===== src/rtl/fc_inneuron_loader_if.sv =====
// Input-neuron stream and RAM write bus of the FC input-neuron loader.
// The master side is the neuron producer; the slave side is the loader.
interface fc_inneuron_loader_if #(
    parameter int PI = 2,
    parameter int DW = 16,
    parameter int AW = 8
);
    logic          in_valid;
    logic [DW-1:0] in_data;
    logic          in_ready;
    logic [DW-1:0] wr_data_a;
    logic [DW-1:0] wr_data_b;
    logic [AW-1:0] wr_addr_a;
    logic [AW-1:0] wr_addr_b;
    logic [PI-1:0] wren_a;
    logic [PI-1:0] wren_b;

    modport master (
        output in_valid, in_data,
        input  in_ready,
        input  wr_data_a, wr_data_b,
        input  wr_addr_a, wr_addr_b,
        input  wren_a, wren_b
    );

    modport slave (
        input  in_valid, in_data,
        output in_ready,
        output wr_data_a, wr_data_b,
        output wr_addr_a, wr_addr_b,
        output wren_a, wren_b
    );
endinterface


===== src/rtl/fc_inneuron_loader.sv =====
// Pairs the flattened neuron stream and writes it into the PI input-neuron RAM banks.
// Optional producer-side ReLU clamp when FC_LOADER_RELU_EN is defined.
module fc_inneuron_loader #(
    parameter int INNEURON               = 8,
    parameter int PI                     = 2,
    parameter int DATA_WIDTH_FC          = 16,
    parameter int FC_INNEURON_ADDR_WIDTH = 8
) (
    input  logic clock,
    input  logic reset,
    input  logic start,
    fc_inneuron_loader_if.slave bus,
    output logic busy,
    output logic done
);
    localparam int D  = INNEURON / (2 * PI);
    localparam int JW = (D > 1) ? $clog2(D) : 1;
    localparam int BW = (PI > 1) ? $clog2(PI) : 1;
    localparam int DW = DATA_WIDTH_FC;
    localparam int AW = FC_INNEURON_ADDR_WIDTH;

    localparam logic [JW-1:0] J_LAST = JW'(D - 1);
    localparam logic [BW-1:0] B_LAST = BW'(PI - 1);

    localparam logic [1:0] S_IDLE = 2'd0;
    localparam logic [1:0] S_FILL = 2'd1;
    localparam logic [1:0] S_DONE = 2'd2;

    logic [1:0]    state;
    logic          phase;
    logic [JW-1:0] j;
    logic [BW-1:0] bank;
    logic [DW-1:0] hold;
    logic [DW-1:0] din;
    logic [PI-1:0] bank_sel;
    logic [AW-1:0] addr_even;
    logic [AW-1:0] addr_odd;
    logic          xfer;
    logic          wr_fire;
    logic          last_pair;
    logic          restart;

`ifdef FC_LOADER_RELU_EN
    assign din = bus.in_data[DW-1] ? '0 : bus.in_data;
`else
    assign din = bus.in_data;
`endif

    assign bus.in_ready = (state == S_FILL);
    assign busy         = (state == S_FILL);
    assign done         = (state == S_DONE);

    assign xfer      = bus.in_valid & bus.in_ready;
    assign wr_fire   = xfer & phase;
    assign last_pair = wr_fire & (j == J_LAST) & (bank == B_LAST);
    assign restart   = start & (state != S_FILL);

    assign addr_even = AW'({j, 1'b0});
    assign addr_odd  = AW'({j, 1'b1});

    always_comb begin
        bank_sel       = '0;
        bank_sel[bank] = 1'b1;
    end

    always_ff @(posedge clock or posedge reset) begin
        if (reset) begin
            state <= S_IDLE;
        end else begin
            unique case (state)
                S_IDLE:  if (start) state <= S_FILL;
                S_FILL:  if (last_pair) state <= S_DONE;
                S_DONE:  if (start) state <= S_FILL;
                default: state <= S_IDLE;
            endcase
        end
    end

    // Offset j walks 0..D-1 inside a bank, then the bank index advances
    always_ff @(posedge clock or posedge reset) begin
        if (reset) begin
            phase <= 1'b0;
            j     <= '0;
            bank  <= '0;
            hold  <= '0;
        end else if (restart) begin
            phase <= 1'b0;
            j     <= '0;
            bank  <= '0;
        end else if (xfer) begin
            phase <= ~phase;
            if (!phase) begin
                hold <= din;
            end else if (j == J_LAST) begin
                j    <= '0;
                bank <= (bank == B_LAST) ? '0 : bank + 1'b1;
            end else begin
                j <= j + 1'b1;
            end
        end
    end

    always_ff @(posedge clock or posedge reset) begin
        if (reset) begin
            bus.wr_data_a <= '0;
            bus.wr_data_b <= '0;
            bus.wr_addr_a <= '0;
            bus.wr_addr_b <= '0;
            bus.wren_a    <= '0;
            bus.wren_b    <= '0;
        end else begin
            bus.wren_a <= '0;
            bus.wren_b <= '0;
            if (wr_fire) begin
                bus.wr_data_a <= hold;
                bus.wr_data_b <= din;
                bus.wr_addr_a <= addr_even;
                bus.wr_addr_b <= addr_odd;
                bus.wren_a    <= bank_sel;
                bus.wren_b    <= bank_sel;
            end
        end
    end
endmodule


===== src/flat_wrapper.sv =====
// flat-port wrapper written by rule: the top's interface ports become plain ports
module fc_inneuron_loader_flat 
#(
    parameter int INNEURON               = 8,
    parameter int PI                     = 2,
    parameter int DATA_WIDTH_FC          = 16,
    parameter int FC_INNEURON_ADDR_WIDTH = 8
)
  (clock, reset, start, busy, done, bus_in_valid, bus_in_data, bus_in_ready, bus_wr_data_a, bus_wr_data_b, bus_wr_addr_a, bus_wr_addr_b, bus_wren_a, bus_wren_b);
  fc_inneuron_loader_if #(.PI(PI), .DW((16)), .AW((8))) bus_i ();
  input  logic clock;
  input  logic reset;
  input  logic start;
  output logic busy;
  output logic done;
  input wire logic [$bits(bus_i.in_valid)-1:0] bus_in_valid;
  input wire logic [$bits(bus_i.in_data)-1:0] bus_in_data;
  output wire logic [$bits(bus_i.in_ready)-1:0] bus_in_ready;
  output wire logic [$bits(bus_i.wr_data_a)-1:0] bus_wr_data_a;
  output wire logic [$bits(bus_i.wr_data_b)-1:0] bus_wr_data_b;
  output wire logic [$bits(bus_i.wr_addr_a)-1:0] bus_wr_addr_a;
  output wire logic [$bits(bus_i.wr_addr_b)-1:0] bus_wr_addr_b;
  output wire logic [$bits(bus_i.wren_a)-1:0] bus_wren_a;
  output wire logic [$bits(bus_i.wren_b)-1:0] bus_wren_b;
  assign bus_i.in_valid = bus_in_valid;
  assign bus_i.in_data = bus_in_data;
  assign bus_in_ready = bus_i.in_ready;
  assign bus_wr_data_a = bus_i.wr_data_a;
  assign bus_wr_data_b = bus_i.wr_data_b;
  assign bus_wr_addr_a = bus_i.wr_addr_a;
  assign bus_wr_addr_b = bus_i.wr_addr_b;
  assign bus_wren_a = bus_i.wren_a;
  assign bus_wren_b = bus_i.wren_b;
  fc_inneuron_loader #(.INNEURON(INNEURON), .PI(PI), .DATA_WIDTH_FC(DATA_WIDTH_FC), .FC_INNEURON_ADDR_WIDTH(FC_INNEURON_ADDR_WIDTH)) u_core (.clock(clock), .reset(reset), .start(start), .bus(bus_i), .busy(busy), .done(done));
endmodule

===== config.mk =====
export PLATFORM = sky130hd
export DESIGN_NAME = fc_inneuron_loader_flat
export DESIGN_NICKNAME = d
export VERILOG_FILES = /design/src/rtl/fc_inneuron_loader_if.sv /design/src/rtl/fc_inneuron_loader.sv /design/src/flat_wrapper.sv
export SDC_FILE = /design/constraint.sdc
export NUM_CORES = 1
export LEC_CHECK = 0
export BUFFER_PORTS_ARGS = -buffer_cell sky130_fd_sc_hd__buf_2
export CORE_AREA = 2 2 72 74
export DETAILED_ROUTE_END_ITERATION = 12
export DIE_AREA = 0 0 74 76
export GPL_TIMING_DRIVEN = 0
export PLACE_DENSITY = 0.77
export SLEW_MARGIN = 20
export SYNTH_ARGS = -nofsm -noshare
export SYNTH_HDL_FRONTEND = slang
export SYNTH_SLANG_ARGS = --single-unit

===== constraint.sdc =====
create_clock -name clock -period 2.2 [get_ports clock]
set_input_delay 0.22 -clock clock [delete_from_list [all_inputs] [get_ports clock]]
set_output_delay 0.22 -clock clock [all_outputs]
set_load 0.01 [all_outputs]

# Word level (Yosys, flattened, before mapping)
# Index checks and enable logic that the tools add are counted.
dict set report op_classes {
  bitwise 7
  order_cmp 2
  mux 17
  add_sub_neg 2
  n_reduce_logical 10
  eq_ne 5
}
# op n
set op_table {}
lappend op_table {{1-bit 2-to-1 mux} 12}
lappend op_table {{2-bit 2-to-1 mux} 3}
lappend op_table {{3-bit AND reduction} 2}
lappend op_table {{2-bit nonzero test} 3}
lappend op_table {{1-bit AND} 5}
lappend op_table {{2-bit by 1-bit != test with 1-bit output (second input constant)} 2}
lappend op_table {{2-bit case mux with 2 select lines} 1}
lappend op_table {{2-bit AND reduction} 2}
lappend op_table {{1-bit adder (second input constant)} 2}
lappend op_table {{2-bit by 1-bit == test with 1-bit output (second input constant)} 1}
lappend op_table {{2-bit == test (second input constant)} 1}
lappend op_table {{2-bit zero test} 1}
lappend op_table {{1-bit by 2-bit less-than comparator with 1-bit output (second input constant)} 1}
lappend op_table {{2-bit != test (second input constant)} 1}
lappend op_table {{1-bit inverter} 2}
lappend op_table {{2-bit OR reduction} 1}
lappend op_table {{1-bit demux with 1-bit select} 1}
lappend op_table {{1-bit greater-or-equal comparator (second input constant)} 1}
lappend op_table {{1-bit logical AND} 1}
dict set report word_totals {
  out_inout_bits 55
  elab_cells 53
  ff_bits 58
}

# Longest topological paths before layout
dict set report depth {
  word_depth 7
  depth_mapped 6
  mapped_depth_nobuf 3
}

# Worst setup path before layout
# Ideal clock, no wire load.
dict set report synth_path {
  path_kind {register to register}
  start {register u_core.state[0]}
  end {register u_core.hold[0]}
  setup_slack_ns 0.710
  setup_time_ns 0.125
  required_time_ns 2.075
  path_stages_with_launch 7
  arrival_ns 1.364
  path_cell_list {dfrtp_1 nor2b_4 buf_6 and3b_1 buf_6 buf_12 mux2_4}
}
dict set report synth_between {
  word_cells_on_any_way 6
}
# element line_no
set synth_lines {}
lappend synth_lines {{from (decl)} fc_inneuron_loader.sv:29} ;# logic [1:0] state;
lappend synth_lines {{from (signal assigned)} fc_inneuron_loader.sv:68} ;# state <= S_IDLE;
lappend synth_lines {{from (signal assigned)} fc_inneuron_loader.sv:71} ;# S_IDLE: if (start) state <= S_FILL;
lappend synth_lines {{from (signal assigned)} fc_inneuron_loader.sv:72} ;# S_FILL: if (last_pair) state <= S_DONE;
lappend synth_lines {{2-bit by 1-bit == test with 1-bit output} fc_inneuron_loader.sv:49} ;# assign bus.in_ready = (state == S_FILL);
lappend synth_lines {{via bus_in_ready} flat_wrapper.sv:18} ;# output wire logic [$bits(bus_i.in_ready)-1:0] bus_in_ready;
lappend synth_lines {{1-bit AND} fc_inneuron_loader.sv:53} ;# assign xfer = bus.in_valid & bus.in_ready;
lappend synth_lines {{3-bit AND reduction (no source line)} -}
lappend synth_lines {{to (signal assigned)} fc_inneuron_loader.sv:93} ;# hold <= din;
lappend synth_lines {{to (decl)} fc_inneuron_loader.sv:33} ;# logic [DW-1:0] hold;
# The timed path passes the listed nets, and every way through them passes these cells.
# A chain may end at the register's enable or synchronous reset.

# Final worst setup path
dict set report layout_path {
  start {register u_core.state[1]}
  end {register u_core.hold[2]}
}
dict set report layout_between {
  elab_chain_cells 4
  word_cells_on_any_way 6
}
# element line_no
set layout_lines {}
lappend layout_lines {{2-bit by 1-bit != test with 1-bit output} fc_inneuron_loader.sv:56} ;# assign restart = start & (state != S_FILL);
lappend layout_lines {{1-bit AND} fc_inneuron_loader.sv:56}
lappend layout_lines {{1-bit inverter (no source line)} -}
lappend layout_lines {{3-bit AND reduction (no source line) (*)} -}
# Mark *: on every way between the ends. The rest lies on a longest branch, timed or not.

==> summary.txt <==
GRT
  – First-pass GRT wire length: 6380 um
  – Vias in the first global route: 1373
  – Antenna violations before repair: 0
  – All-Layer GR Usage: 15.3%
  – Total gr overflow: 0
  – Largest net degree at the start of global routing: 58

CTS
  – H-tree depth: 3
  – Clock buffer depth: 2
  – CTS root buf: clkbuf_8
  – CTS tree: yes
  – Post-cts resize count: 0
  – Setup bufs post-CTS: 0
  – Clk Latency, worst-skew pair: 0.32 ns
  – Total CTS buffers: 9
  – Worst-path clk slew: 0.06 ns
  – Clk sinks: 57
  – Post-cts hold buffer count: 0

Route
  – DRC: 0
  – DRT antenna net count: 0
  – TritonRoute pass-1 iters: 4
  – DRT iter0 DRCs: 43
  – Wire per inst: 12.8 um
  – WL final: 3960 um
  – Vias per Instance: 4.43
  – Vias post-DR: 1372

STA
  – Hold WS: 0.00589 ns
  – Tcrit/Tclk final: 72.9%
  – Fmax: 624 MHz
  – Fin Clk Skew: 0.00547 ns
  – Slew Viols, Final: 0
  – Final Hold Fails: 0
  – Min Tclk post-route: 1.60 ns
  – Slew of the pin with the lowest slew margin: 0.676 ns
  – Final setup violation count: 0
  – Worst slew margin: 54.9%
  – RSZ-0062 raised after global routing: no

Yosys
  – Yosys reg bits: 57
  – Synthesized area: 2370 sq um
  – Gate Count Post-Synth: 154
  – Avg Inst Size Synth: 15.4 sq um
  – Yosys Warn Count: 0
  – Post-synth cell types: 24
  – Seq/Total Area, Yosys: 60.1%

Power
  – Clock power frac: 18.3%
  – Comb power frac: 38.2%
  – Switching share of total power: 30.5%
  – Flop pwr share: 43.4%
  – PD cells: 1420 nW/um^2
  – P_leak: 1.49 nW
  – Psw: 1.28 mW
  – Worst-case vdd ir drop: 891 uV
  – Internal Pwr Total: 2.92 mW
  – Total power draw: 4.21 mW

Final layout
  – Area grow syn2layout: 24.9%
  – Area occupied by registers: 1430 sq um
  – Filler cell count in the final layout: 402
  – Nets: 258
  – ANT cells: 0
  – Multi-input logic area: 776 sq um
  – Share of cells above drive strength 1: 62.5%

Die
  – Placeable Area: 4910 sq um
  – Chip height: 76 um
  – Die X: 74 um
  – I/O pins: 75
  – Initial core utilization: 48.3%
  – Floorplan row count: 26
  – Die area: 5620 sq um

Setup path
  – Kind of start point of the critical path: flop
  – Worst reg2reg setup slack: 0.60 ns
  – Critical Path AT: 1.80 ns
  – Crit-path max FO: 10
  – Critical path capture point type: flop
  – Critical path class: reg -> reg
  – CP Data Required Time: 2.40 ns

Hold path
  – Hold Path Class: in -> async

Outcome
  – Status: completed

Placed design
  – Detailed Place HPWL: 2850 um
  – Port Buffers: 61
  – GP Congestion: 0.710

Job
  – Max-capacitance violation count: 0
==> sequential cells by signal, indices dropped and copies added, names as in the netlist <==
register and flops:
u_core.state 2, u_core.j 1, u_core.bus.wr_addr_a 1, u_core.bank 1
u_core.hold 16, u_core.phase 1, u_core.bus.wr_addr_b 1, u_core.bus.wr_data_a 16
u_core.bus.wren_a 2, u_core.bus.wr_data_b 16
==> final cells by class <==
cell class                      count  share of cell area (%)
Sequential cell                    57                    48.1
Timing Repair Buffer               61                    10.3
Inverter                            3                   0.464
Tap cell                           70                    2.95
Clock inverter                      1                   0.169
Clock buffer                       12                    4.90
Buffer                             24                    6.92
Multi-Input combinational cell     82                    26.2
==> Yosys cell counts <==
library cell,n,share of area [%]
nor2b_4,1,0.58
buf_6,4,1.9
buf_4,18,5.7
a21oi_1,1,0.21
conb_1,1,0.16
mux2_2,39,19
o21ai_0,3,0.63
inv_1,3,0.47
buf_2,1,0.21
nor2b_1,1,0.26
a41oi_1,1,0.37
nor2_1,1,0.16
dfrtp_1,57,60
buf_12,1,0.84
and3b_1,1,0.37
or2_2,1,0.26
a22o_1,1,0.37
mux2_4,9,5.7
nand2_1,3,0.47
a21o_2,1,0.37
and2_1,1,0.26
and4b_2,1,0.47
and2b_2,1,0.37
mux2i_1,3,1.3
==> cells in the final DEF, fill, tap and decap left out, types with 2 or more instances in the layout <==
master / n
conb_1: 13
clkbuf_1: 2
buf_6: 4
mux2_4: 9
nand2_1: 3
buf_2: 62
buf_4: 18
dfrtp_1: 57
mux2_2: 39
clkbuf_8: 10
mux2i_1: 3
o21ai_0: 3
inv_1: 2
==> logic make-up after synthesis <==
family / after synthesis / synth area share [%]
multiplexers: 51 / 25.5
buffers and inverters: 27 / 9.12
AO/OA/AOI/OAI: 7 / 1.95
other: 1 / 0.158
AND/OR/NAND/NOR: 11 / 3.22
flip-flops: 57 / 60.1
==> power by group through the flow <==
| stage | Clock (mW) | Sequential [mW] | Combinational (mW) |
|---|---|---|---|
| 5_1_grt | 0.836 | 1.90 | 1.74 |
| 3_5_place_dp | 0 | 1.85 | 1.63 |
| 4_1_cts | 0.801 | 1.84 | 1.64 |
| 2_1_floorplan | 0 | 1.96 | 0.969 |
| 3_3_place_gp | 0 | 1.82 | 1.59 |
| 6_report | 0.771 | 1.83 | 1.61 |
==> metrics by stage <==
| stage | util (%) | setup TNS [ns] | setup slack [ns] | area, sq um | instances |
|---|---|---|---|---|---|
| global placement | 57.2 | -5.07 | -0.0917 | 2810 | 297 |
| detailed placement | 57.3 | 0 | 0.605 | 2810 | 297 |
| CTS | 60.3 | 0 | 0.584 | 2960 | 310 |
| finish | 60.3 | 0 | 0.597 | 2960 | 310 |
| floorplan | - | 0 | 0.580 | 2420 | 166 |
| global route | 60.3 | 0 | 0.524 | 2960 | 310 |
==> path summary, 6_finish.rpt <==
check	startpoint	endpoint	cells after the start
worst max-delay path	u_core.state[1]$_DFFE_PP0P_	u_core.hold[2]$_DFFE_PP0P_	6
worst min-delay path	reset	u_core.hold[5]$_DFFE_PP0P_	2
worst max register to register	u_core.state[1]$_DFFE_PP0P_	u_core.hold[2]$_DFFE_PP0P_	6
worst min register to register	u_core.bus.wr_addr_b[0]$_DFFE_PP0N_	u_core.bus.wr_addr_b[0]$_DFFE_PP0N_	1
max in group asynchronous	reset	u_core.hold[0]$_DFFE_PP0P_	2
min in group clock	bus_in_data[10]	u_core.bus.wr_data_b[10]$_DFFE_PP0N_	2
==> per-layer routing <==
metal	track usage, %	wire (um)	vias up
met5	0	0	-
met4	7.09	63	0
met3	5.29	238	6
met2	24.1	1980	47
met1	18.6	1680	659
li1	-	-	660
==> critical path, stage by stage, from the launching register on <==
cell	delay, ns
dfrtp_1	0.44
nor2b_4	0.13
buf_6	0.12
and3b_1	0.18
buf_6	0.15
buf_12	0.15
mux2_4	0.31
Power figures use the tool's default switching activity.
